==> config.mk <==
export PLATFORM = sky130hd
export DESIGN_NAME = proc_ctrl
export DESIGN_NICKNAME = d
export VERILOG_FILES = /design/src/rtl/proc_pkg.sv /design/src/rtl/dec3to8.sv /design/src/rtl/proc_ctrl.sv
export SDC_FILE = /design/constraint.sdc
export NUM_CORES = 1
export LEC_CHECK = 0
export BUFFER_PORTS_ARGS = -buffer_cell sky130_fd_sc_hd__buf_2
export CAP_MARGIN = 25
export CELL_PAD_IN_SITES_DETAIL_PLACEMENT = 2
export CELL_PAD_IN_SITES_GLOBAL_PLACEMENT = 2
export CORE_UTILIZATION = 24
export DETAILED_ROUTE_END_ITERATION = 10
export PLACE_DENSITY = 0.79
export SLEW_MARGIN = 20
export SYNTH_ARGS = -nofsm -noshare
export SYNTH_HDL_FRONTEND = slang
export SYNTH_SLANG_ARGS = --single-unit
==> constraint.sdc <==
create_clock -name Clock -period 1.65 [get_ports Clock]
set_input_delay 0.2475 -clock Clock [delete_from_list [all_inputs] [get_ports Clock]]
set_output_delay 0.2475 -clock Clock [all_outputs]
set_load 0.02 [all_outputs]
==> src/rtl/proc_pkg.sv <==
// Shared types and constants for the processor control unit and its decoders.
package proc_pkg;

    localparam int WORD_W = 9;
    localparam int NREG   = 8;

    localparam logic [2:0] OP_MV  = 3'b000;
    localparam logic [2:0] OP_MVI = 3'b001;
    localparam logic [2:0] OP_ADD = 3'b010;
    localparam logic [2:0] OP_SUB = 3'b011;

    typedef enum logic [1:0] {
        T0 = 2'd0,
        T1 = 2'd1,
        T2 = 2'd2,
        T3 = 2'd3
    } state_t;

endpackage

==> src/rtl/dec3to8.sv <==
// 3-to-8 one-hot decoder for register selection.
// Purely combinational; no flow control.
module dec3to8 (
    input  logic [2:0] sel,
    output logic [7:0] onehot
);

    always_comb begin
        onehot      = '0;
        onehot[sel] = 1'b1;
    end

endmodule

==> src/rtl/proc_ctrl.sv <==
// Multi-cycle control FSM for a simple bus-based processor: fetches into IR on Run in T0.
// Done after 1 cycle (mv, mvi, reserved) or 3 cycles (add, sub); Run is ignored mid-instruction.
module proc_ctrl
    import proc_pkg::*;
(
    input  logic              Clock,
    input  logic              rst,
    input  logic              Run,
    input  logic [WORD_W-1:0] DIN,
    output logic [NREG-1:0]   Rout,
    output logic [NREG-1:0]   Rin,
    output logic              Gout,
    output logic              DINout,
    output logic              Ain,
    output logic              Gin,
    output logic              AddSub,
    output logic              Done
);

    state_t            state_q, state_d;
    logic [WORD_W-1:0] ir_q, ir_d;
    logic [2:0]        op;
    logic [NREG-1:0]   x_oh, y_oh;
    logic              is_alu;

    assign op     = ir_q[8:6];
    assign is_alu = (op == OP_ADD) || (op == OP_SUB);

    dec3to8 u_dec_x (
        .sel    (ir_q[5:3]),
        .onehot (x_oh)
    );

    dec3to8 u_dec_y (
        .sel    (ir_q[2:0]),
        .onehot (y_oh)
    );

    always_ff @(posedge Clock) begin
        state_q <= state_d;
        ir_q    <= ir_d;
    end

    always_comb begin
        state_d = state_q;
        ir_d    = ir_q;
        if (!rst) begin
            state_d = T0;
            ir_d    = '0;
        end else begin
            case (state_q)
                T0: begin
                    if (Run) begin
                        ir_d    = DIN;
                        state_d = T1;
                    end
                end
                T1:      state_d = is_alu ? T2 : T0;
                T2:      state_d = T3;
                T3:      state_d = T0;
                default: state_d = T0;
            endcase
        end
    end

    // Outputs decode only state and IR; reset gates them because datapath
    // enables would otherwise override the datapath's own reset.
    always_comb begin
        Rout   = '0;
        Rin    = '0;
        Gout   = 1'b0;
        DINout = 1'b0;
        Ain    = 1'b0;
        Gin    = 1'b0;
        AddSub = 1'b0;
        Done   = 1'b0;
        if (rst) begin
            case (state_q)
                T1: begin
                    case (op)
                        OP_MV: begin
                            Rout = y_oh;
                            Rin  = x_oh;
                            Done = 1'b1;
                        end
                        OP_MVI: begin
                            DINout = 1'b1;
                            Rin    = x_oh;
                            Done   = 1'b1;
                        end
                        OP_ADD, OP_SUB: begin
                            Rout = x_oh;
                            Ain  = 1'b1;
                        end
                        default: Done = 1'b1;
                    endcase
                end
                T2: begin
                    Rout   = y_oh;
                    Gin    = 1'b1;
                    AddSub = (op == OP_SUB);
                end
                T3: begin
                    Gout = 1'b1;
                    Rin  = x_oh;
                    Done = 1'b1;
                end
                default: ;
            endcase
        end
    end

endmodule
==> insert_results.sql, run 1 <==
INSERT INTO impl_metrics (metric_group, metric, value, unit) VALUES
('cts', 'h-tree-depth', '1', ''),
('synthesis', 'synth_top_cell_by_area', 'sky130_fd_sc_hd__dfxtp_1', ''),
('synthesis', 'syn-instance-count', '100', ''),
('cts', 'cts.sink_count', '11', ''),
('timing', 'timing.final.max_slew_violations', '0', ''),
('synthesis', 'syn_area_per_cell', '7.85', 'um2'),
('timing', 'worst_tran_pin_value', '0.406', 'ns'),
('critical_path', 'criticalPathCategory', 'register to output port', ''),
('min_path', 'hp-class', 'input port to register', ''),
('critical_path', 'critPathArrivalTime', '1.78', 'ns'),
('floorplan', 'core_area', '3080', 'um2'),
('cts', 'clock_tree.root_cell', 'sky130_fd_sc_hd__clkbuf_4', ''),
('drt', 'wl_per_instance', '21.9', 'um'),
('drt', 'first_iter_violations', '26', ''),
('cts', 'cts.hold.buffers_added', '0', ''),
('critical_path', 'worst_r2r_startpoint', 'state_q[0]', ''),
('timing', 'worst_slew_margin_rel', '72.9', '%'),
('floorplan', 'floorplan.initialDensity', '25.5', '%'),
('global_route', 'antenna_found_initial', '0', ''),
('drt', 'vias', '991', ''),
('synthesis', 'ys_ff_latch', '11', ''),
('drt', 'antenna_left', '0', ''),
('flow_run', 'max_cap_violations', '0', ''),
('timing', 'final-hold-violation-count', '0', ''),
('global_route', 'global_route.usage.met1', '26.0', '%'),
('critical_path', 'timing.critical_path.required', '1.40', 'ns'),
('drt', 'dr.pass1.iters', '4', ''),
('pwr', 'leakagePower', '0.570', 'nW'),
('timing', 'final_critical_path_setup_slack', '-0.381', 'ns'),
('global_route', 'global_route_wire_length_before_repair', '5810', 'um'),
('global_route', 'via_count_of_the_first_global_routing_pass', '1078', ''),
('placement', 'final_weighted_congestion_of_routability_driven_global_placement', '0.940', ''),
('critical_path', 'setup_crit_end_kind', 'output port', ''),
('placement', 'total_of_buffers_placed_on_input_and_output_ports', '33', ''),
('floorplan', 'number_of_placement_rows', '20', ''),
('floorplan', 'die_w', '59.2', 'um'),
('timing', 'grt_setup_unrepaired', 'yes', ''),
('synthesis', 'seq_area_frac_synth', '28.1', '%'),
('synthesis', 'warning_count_from_the_yosys_run', '0', ''),
('synthesis', 'synth_largest_type_area_fraction', '28.1', '%'),
('global_route', 'global_route.usage.met2', '41.2', '%'),
('pwr', 'p_per_area', '567', 'nW/um2'),
('cts', 'clock_latency', '0.28', 'ns'),
('floorplan', 'dieArea', '3500', 'um2'),
('timing', 'final_period_minus_worst_setup_slack', '2.03', 'ns'),
('placement', 'dpl-instance-area', '1080', 'um2'),
('timing', 'final-setup-viol-count', '18', ''),
('synthesis', 'synth.area.top_cells', 'sky130_fd_sc_hd__dfxtp_1, sky130_fd_sc_hd__a21boi_0, sky130_fd_sc_hd__ha_1, sky130_fd_sc_hd__nand3_1, sky130_fd_sc_hd__nand2_1', ''),
('timing', 'final.period_utilization', '123', '%'),
('finish', 'diodes', '0', ''),
('critical_path', 'worst_r2r_path_depth', '5', ''),
('outcome', 'violations', 'negative setup slack', ''),
('finish', 'design_area', '1360', 'um2'),
('synthesis', 'synth-edff-count', '0', ''),
('critical_path', 'worst-path-max-fanout', '4', ''),
('synthesis', 'ys_async_sr_fraction', '0', '%'),
('global_route', 'met3_usage', '2.40', '%'),
('global_route', 'grt.overflow.total', '0', ''),
('critical_path', 'setup.worst_path.start_class', 'register', ''),
('global_route', 'grt_usage', '22.8', '%'),
('finish', 'instances_no_fill', '190', ''),
('global_route', 'maximum_number_of_pins_on_one_net_before_global_route_repair', '13', ''),
('synthesis', 'syn_area', '785', 'um2'),
('synthesis', 'commonest_cells_in_the_synthesized_netlist', 'sky130_fd_sc_hd__nand2_1, sky130_fd_sc_hd__dfxtp_1, sky130_fd_sc_hd__nand3_1', ''),
('outcome', 'outcome', 'complete, but fails checks', ''),
('floorplan', 'num_io_pins', '34', ''),
('synthesis', 'ys_dominant_reg_cell', 'sky130_fd_sc_hd__dfxtp_1', ''),
('drt', 'viasPerCell', '5.22', ''),
('finish', 'post_route_cells_drive_above_1_share', '56.2', '%'),
('critical_path', 'worst_setup_path_endpoint', 'Rout[4]', ''),
('cts', 'tritoncts.num_buffers', '3', '');
-- layer usage --
| layer | share of wire, % | wire length, um |
|---|---|---|
| met1 | 41 | 1690 |
| met2 | 54 | 2250 |
| met3 | 3.6 | 149 |
| met4 | 2.0 | 84 |
| met5 | 0 | 0 |
-- repair_timing --
action,CTS,global route
buffers inserted,3,3
setup endpoints to repair,19,20
resized for setup,43,15
hold endpoints to repair,0,0
pin swaps,12,7
-- cells in the final DEF, fill, tap and decap left out, types with 4 or more instances in the layout --
cell type / instances
sky130_fd_sc_hd__buf_6: 8
sky130_fd_sc_hd__o32ai_2: 4
sky130_fd_sc_hd__nand2_1: 12
sky130_fd_sc_hd__buf_2: 18
sky130_fd_sc_hd__buf_4: 21
sky130_fd_sc_hd__nand3_1: 10
sky130_fd_sc_hd__dfxtp_1: 7
sky130_fd_sc_hd__a21boi_0: 9
sky130_fd_sc_hd__nor2_1: 7
sky130_fd_sc_hd__o22ai_2: 4
-- worst max-delay path, stage by stage (launching register included) --
cell	delay, ns
sky130_fd_sc_hd__dfxtp_2	0.34
sky130_fd_sc_hd__inv_4	0.08
sky130_fd_sc_hd__ha_4	0.15
sky130_fd_sc_hd__nor4b_4	0.32
sky130_fd_sc_hd__nor2_4	0.10
sky130_fd_sc_hd__o32ai_2	0.32
sky130_fd_sc_hd__buf_4	0.20
-- worst min-delay path by stage --
stage                     startpoint  endpoint  slack, ns  depth (start not counted)
final                         DIN[1]   ir_q[1]       0.23                          3
after global routing          DIN[2]   ir_q[2]       0.25                          3
after CTS                     DIN[1]   ir_q[1]       0.23                          3
after detailed placement     ir_q[1]   ir_q[1]       0.51                          2
after global placement       ir_q[4]   ir_q[4]       0.49                          2
after floorplan               DIN[6]   ir_q[6]       0.40                          2
-- metrics by stage --
| stage | total power, W | hold slack [ns] |
|---|---|---|
| finish | 0.000770 | 0.227 |
| global route | 0.000814 | 0.250 |
| CTS | 0.000736 | 0.230 |
| detailed placement | 0.000509 | 0.506 |
| global placement | 0.000497 | 0.489 |
| floorplan | 0.000426 | 0.404 |
-- report_power, final --
group / switching (W) / internal (W) / total, W
Sequential: 0.0000372 / 0.000285 / 0.000323
Clock: 0.0000931 / 0.0000939 / 0.000187
Combinational: 0.000145 / 0.000115 / 0.000260
Total: 0.000275 / 0.000495 / 0.000770
-- area by class of cell --
class / count / area (um2)
fillers: 344 / 1720
clock buffers: 4 / 26.3
repair buffers: 47 / 338
multi-input cells: 82 / 698
well taps: 44 / 55.1
flip-flops and latches: 11 / 228
inverters: 2 / 12.5
-- cells by family after synthesis --
group | synth area share (%)
buffers and inverters | 3.83
and+or+nand+nor | 37.8
AOI/OAI and AO/OA | 22.3
DFF | 28.1
adders and majority gates | 7.97
-- state kept, by name, indices dropped and copies added, names as in the netlist, named ones only --
name / flops
state_q: 1
ir_q: 9
No activity file was read; power rests on OpenSTA's default activity.
==> run 2: changes to the inputs <==
--- a/config.mk
+++ b/config.mk
@@ -12,6 +12,7 @@
 export CORE_UTILIZATION = 24
 export DETAILED_ROUTE_END_ITERATION = 10
 export PLACE_DENSITY = 0.79
+export REMOVE_ABC_BUFFERS = 1
 export SLEW_MARGIN = 20
 export SYNTH_ARGS = -nofsm -noshare
 export SYNTH_HDL_FRONTEND = slang
==> insert_results.sql, run 2 (synthesis gave the netlist of run 1 again) <==
INSERT INTO impl_metrics (metric_group, metric, value, unit) VALUES
('pwr', 'vdd.ir_drop.worst', '0.000262', 'V'),
('floorplan', 'number_of_placement_rows', '20', ''),
('drt', 'first_iter_violations', '33', ''),
('drt', 'vias', '1003', ''),
('finish', 'flow.area_growth_from_synthesis', '71.1', '%'),
('timing', 'final_critical_path_setup_slack', '-0.352', 'ns'),
('critical_path', 'worst-path-max-fanout', '4', ''),
('timing', 'worst_clock_skew', '0.00964', 'ns'),
('cts', 'tritoncts.num_buffers', '3', ''),
('flow_run', 'max_cap_violations', '0', ''),
('cts', 'tritoncts', 'done', ''),
('cts', 'cts_buffer_depth', '2', ''),
('timing', 'grt_setup_unrepaired', 'yes', ''),
('critical_path', 'setup_crit_end_kind', 'output port', ''),
('global_route', 'grt.overflow.total', '0', ''),
('timing', 'worst_tran_pin_value', '0.403', 'ns'),
('global_route', 'global_route_wire_length_before_repair', '6060', 'um'),
('timing', 'final-setup-viol-count', '19', ''),
('drt', 'wl_per_instance', '20.7', 'um'),
('pwr', 'leakagePower', '0.579', 'nW'),
('cts', 'clock_tree.root_cell', 'sky130_fd_sc_hd__clkbuf_4', ''),
('finish', 'largest-register', 'ir_q', ''),
('placement', 'total_of_buffers_placed_on_input_and_output_ports', '33', ''),
('floorplan', 'die_height', '59.2', 'um'),
('drt', 'drt_wl_total', '3970', 'um'),
('finish', 'largest_registers', 'ir_q (9), state_q (1)', ''),
('min_path', 'hp-class', 'input port to register', ''),
('timing', 'final_period_minus_worst_setup_slack', '2.00', 'ns'),
('timing', 'final-hold-violation-count', '0', ''),
('global_route', 'antenna_found_initial', '0', ''),
('min_path', 'holdPathStages', '3', ''),
('finish', 'largest_reg_flops', '9', ''),
('pwr', 'p_per_area', '593', 'nW/um2'),
('critical_path', 'worst_r2r_path_depth', '5', ''),
('outcome', 'outcome', 'complete, but fails checks', ''),
('drt', 'viasPerCell', '5.22', ''),
('global_route', 'grt_usage', '24.3', '%'),
('timing', 'worst_slew_margin_rel', '73.1', '%'),
('timing', 'fin_setup_tns', '-4.94', 'ns'),
('timing', 'clock.fmax', '500', 'MHz'),
('timing', 'final.period_utilization', '121', '%'),
('floorplan', 'core_area', '3080', 'um2'),
('drt', 'dr.pass1.iters', '4', ''),
('finish', 'post_route_cells_drive_above_1_share', '52.7', '%'),
('timing', 'timing.final.max_slew_violations', '0', ''),
('finish', 'num-nets-final', '166', ''),
('placement', 'place_hpwl', '2340', 'um'),
('critical_path', 'setup.worst_path.start_class', 'register', ''),
('finish', 'top_library_cells_by_usage_in_the_layout_fill_and_taps_aside', 'sky130_fd_sc_hd__buf_2, sky130_fd_sc_hd__buf_4, sky130_fd_sc_hd__nand2_1', ''),
('floorplan', 'die_w', '59.2', 'um'),
('cts', 'h-tree-depth', '1', ''),
('placement', 'final_weighted_congestion_of_routability_driven_global_placement', '0.754', ''),
('critical_path', 'critPathArrivalTime', '1.75', 'ns'),
('floorplan', 'dieArea', '3500', 'um2'),
('cts', 'path_clk_slew', '0.08', 'ns'),
('critical_path', 'timing.critical_path.required', '1.40', 'ns'),
('drt', 'remaining_drc_errors', '0', ''),
('critical_path', 'timing.reg2reg.setup_slack', '0.30', 'ns'),
('finish', 'instances_no_fill', '192', ''),
('critical_path', 'criticalPathCategory', 'register to output port', ''),
('outcome', 'violations', 'negative setup slack', ''),
('finish', 'layout.cells.most_common', 'sky130_fd_sc_hd__buf_2', ''),
('cts', 'cts.sink_count', '11', ''),
('global_route', 'maximum_number_of_pins_on_one_net_before_global_route_repair', '20', ''),
('floorplan', 'floorplan.initialDensity', '25.5', '%'),
('floorplan', 'num_io_pins', '34', ''),
('cts', 'clock_latency', '0.30', 'ns'),
('drt', 'antenna_left', '0', ''),
('finish', 'diodes', '0', ''),
('placement', 'post-place-cells', '184', ''),
('global_route', 'via_count_of_the_first_global_routing_pass', '1117', '');
## run 2: changes by cell type in the layout (fill, tap and decap cells not counted), moves of 2 or more
| cell | previous run | this run |
|---|---|---|
| sky130_fd_sc_hd__buf_2 | 18 | 23 |
| sky130_fd_sc_hd__o22ai_2 | 4 | 2 |
| sky130_fd_sc_hd__buf_4 | 21 | 18 |
| sky130_fd_sc_hd__nor2b_1 | 0 | 2 |
| sky130_fd_sc_hd__o22ai_1 | 0 | 2 |
## run 2: worst paths after layout
path | to | startpoint
setup / recovery | Rout[2] | register
hold / removal | ir_q[5] | DIN[5]
setup reg to reg | ir_q[0] | state_q[0]
hold reg to reg | ir_q[2] | ir_q[2]
## run 2: cell type report
| class | count | area [um2] |
|---|---|---|
| fill | 362 | 1740 |
| multi-input combinational | 82 | 673 |
| timing repair buffer | 49 | 349 |
| sequential | 11 | 226 |
| tap | 44 | 55.1 |
| clock buffer | 4 | 26.3 |
| inverter | 2 | 12.5 |
## run 2: power breakdown
group | leakage (nW) | internal, W | switching, W
clock | 0.0150 | 0.0000945 | 0.000115
combinational | 0.473 | 0.000120 | 0.000143
sequential | 0.0917 | 0.000285 | 0.0000382
total | 0.579 | 0.000499 | 0.000297
## run 2: worst max-delay path: stages, from the launching register on
cell,delay (ns)
sky130_fd_sc_hd__dfxtp_2,0.34
sky130_fd_sc_hd__inv_4,0.08
sky130_fd_sc_hd__ha_4,0.15
sky130_fd_sc_hd__nor4b_4,0.17
sky130_fd_sc_hd__buf_4,0.17
sky130_fd_sc_hd__nor2_4,0.05
sky130_fd_sc_hd__o32ai_2,0.27
sky130_fd_sc_hd__buf_4,0.20
## run 2: per-stage QoR
step           util [%]  cell area [um2]  setup WS [ns]  hold slack [ns]  total power, W
6_report           43.6             1340         -0.352            0.220        0.000796
5_1_grt            43.6             1340         -0.448            0.254        0.000827
4_1_cts            42.4             1310         -0.328            0.228        0.000756
3_5_place_dp       35.2             1080         -0.288            0.523        0.000515
3_3_place_gp       35.2             1080         -0.143            0.499        0.000500
2_1_floorplan         -              762         -0.161            0.365        0.000410
## run 2: what timing repair did
action                     CTS  global route
setup endpoints to repair   21            21
hold buffers                 0             0
pin swaps                   10            10
resized for setup           44             7
setup buffers                3             3
## run 2: per-layer routing
metal,vias to the layer above,wire [um],global-route usage [%]
li1,464,-,-
met1,510,1700,28.2
met2,24,2120,46.1
met3,5,82,3.28
met4,0,69,6.46
met5,-,0,0
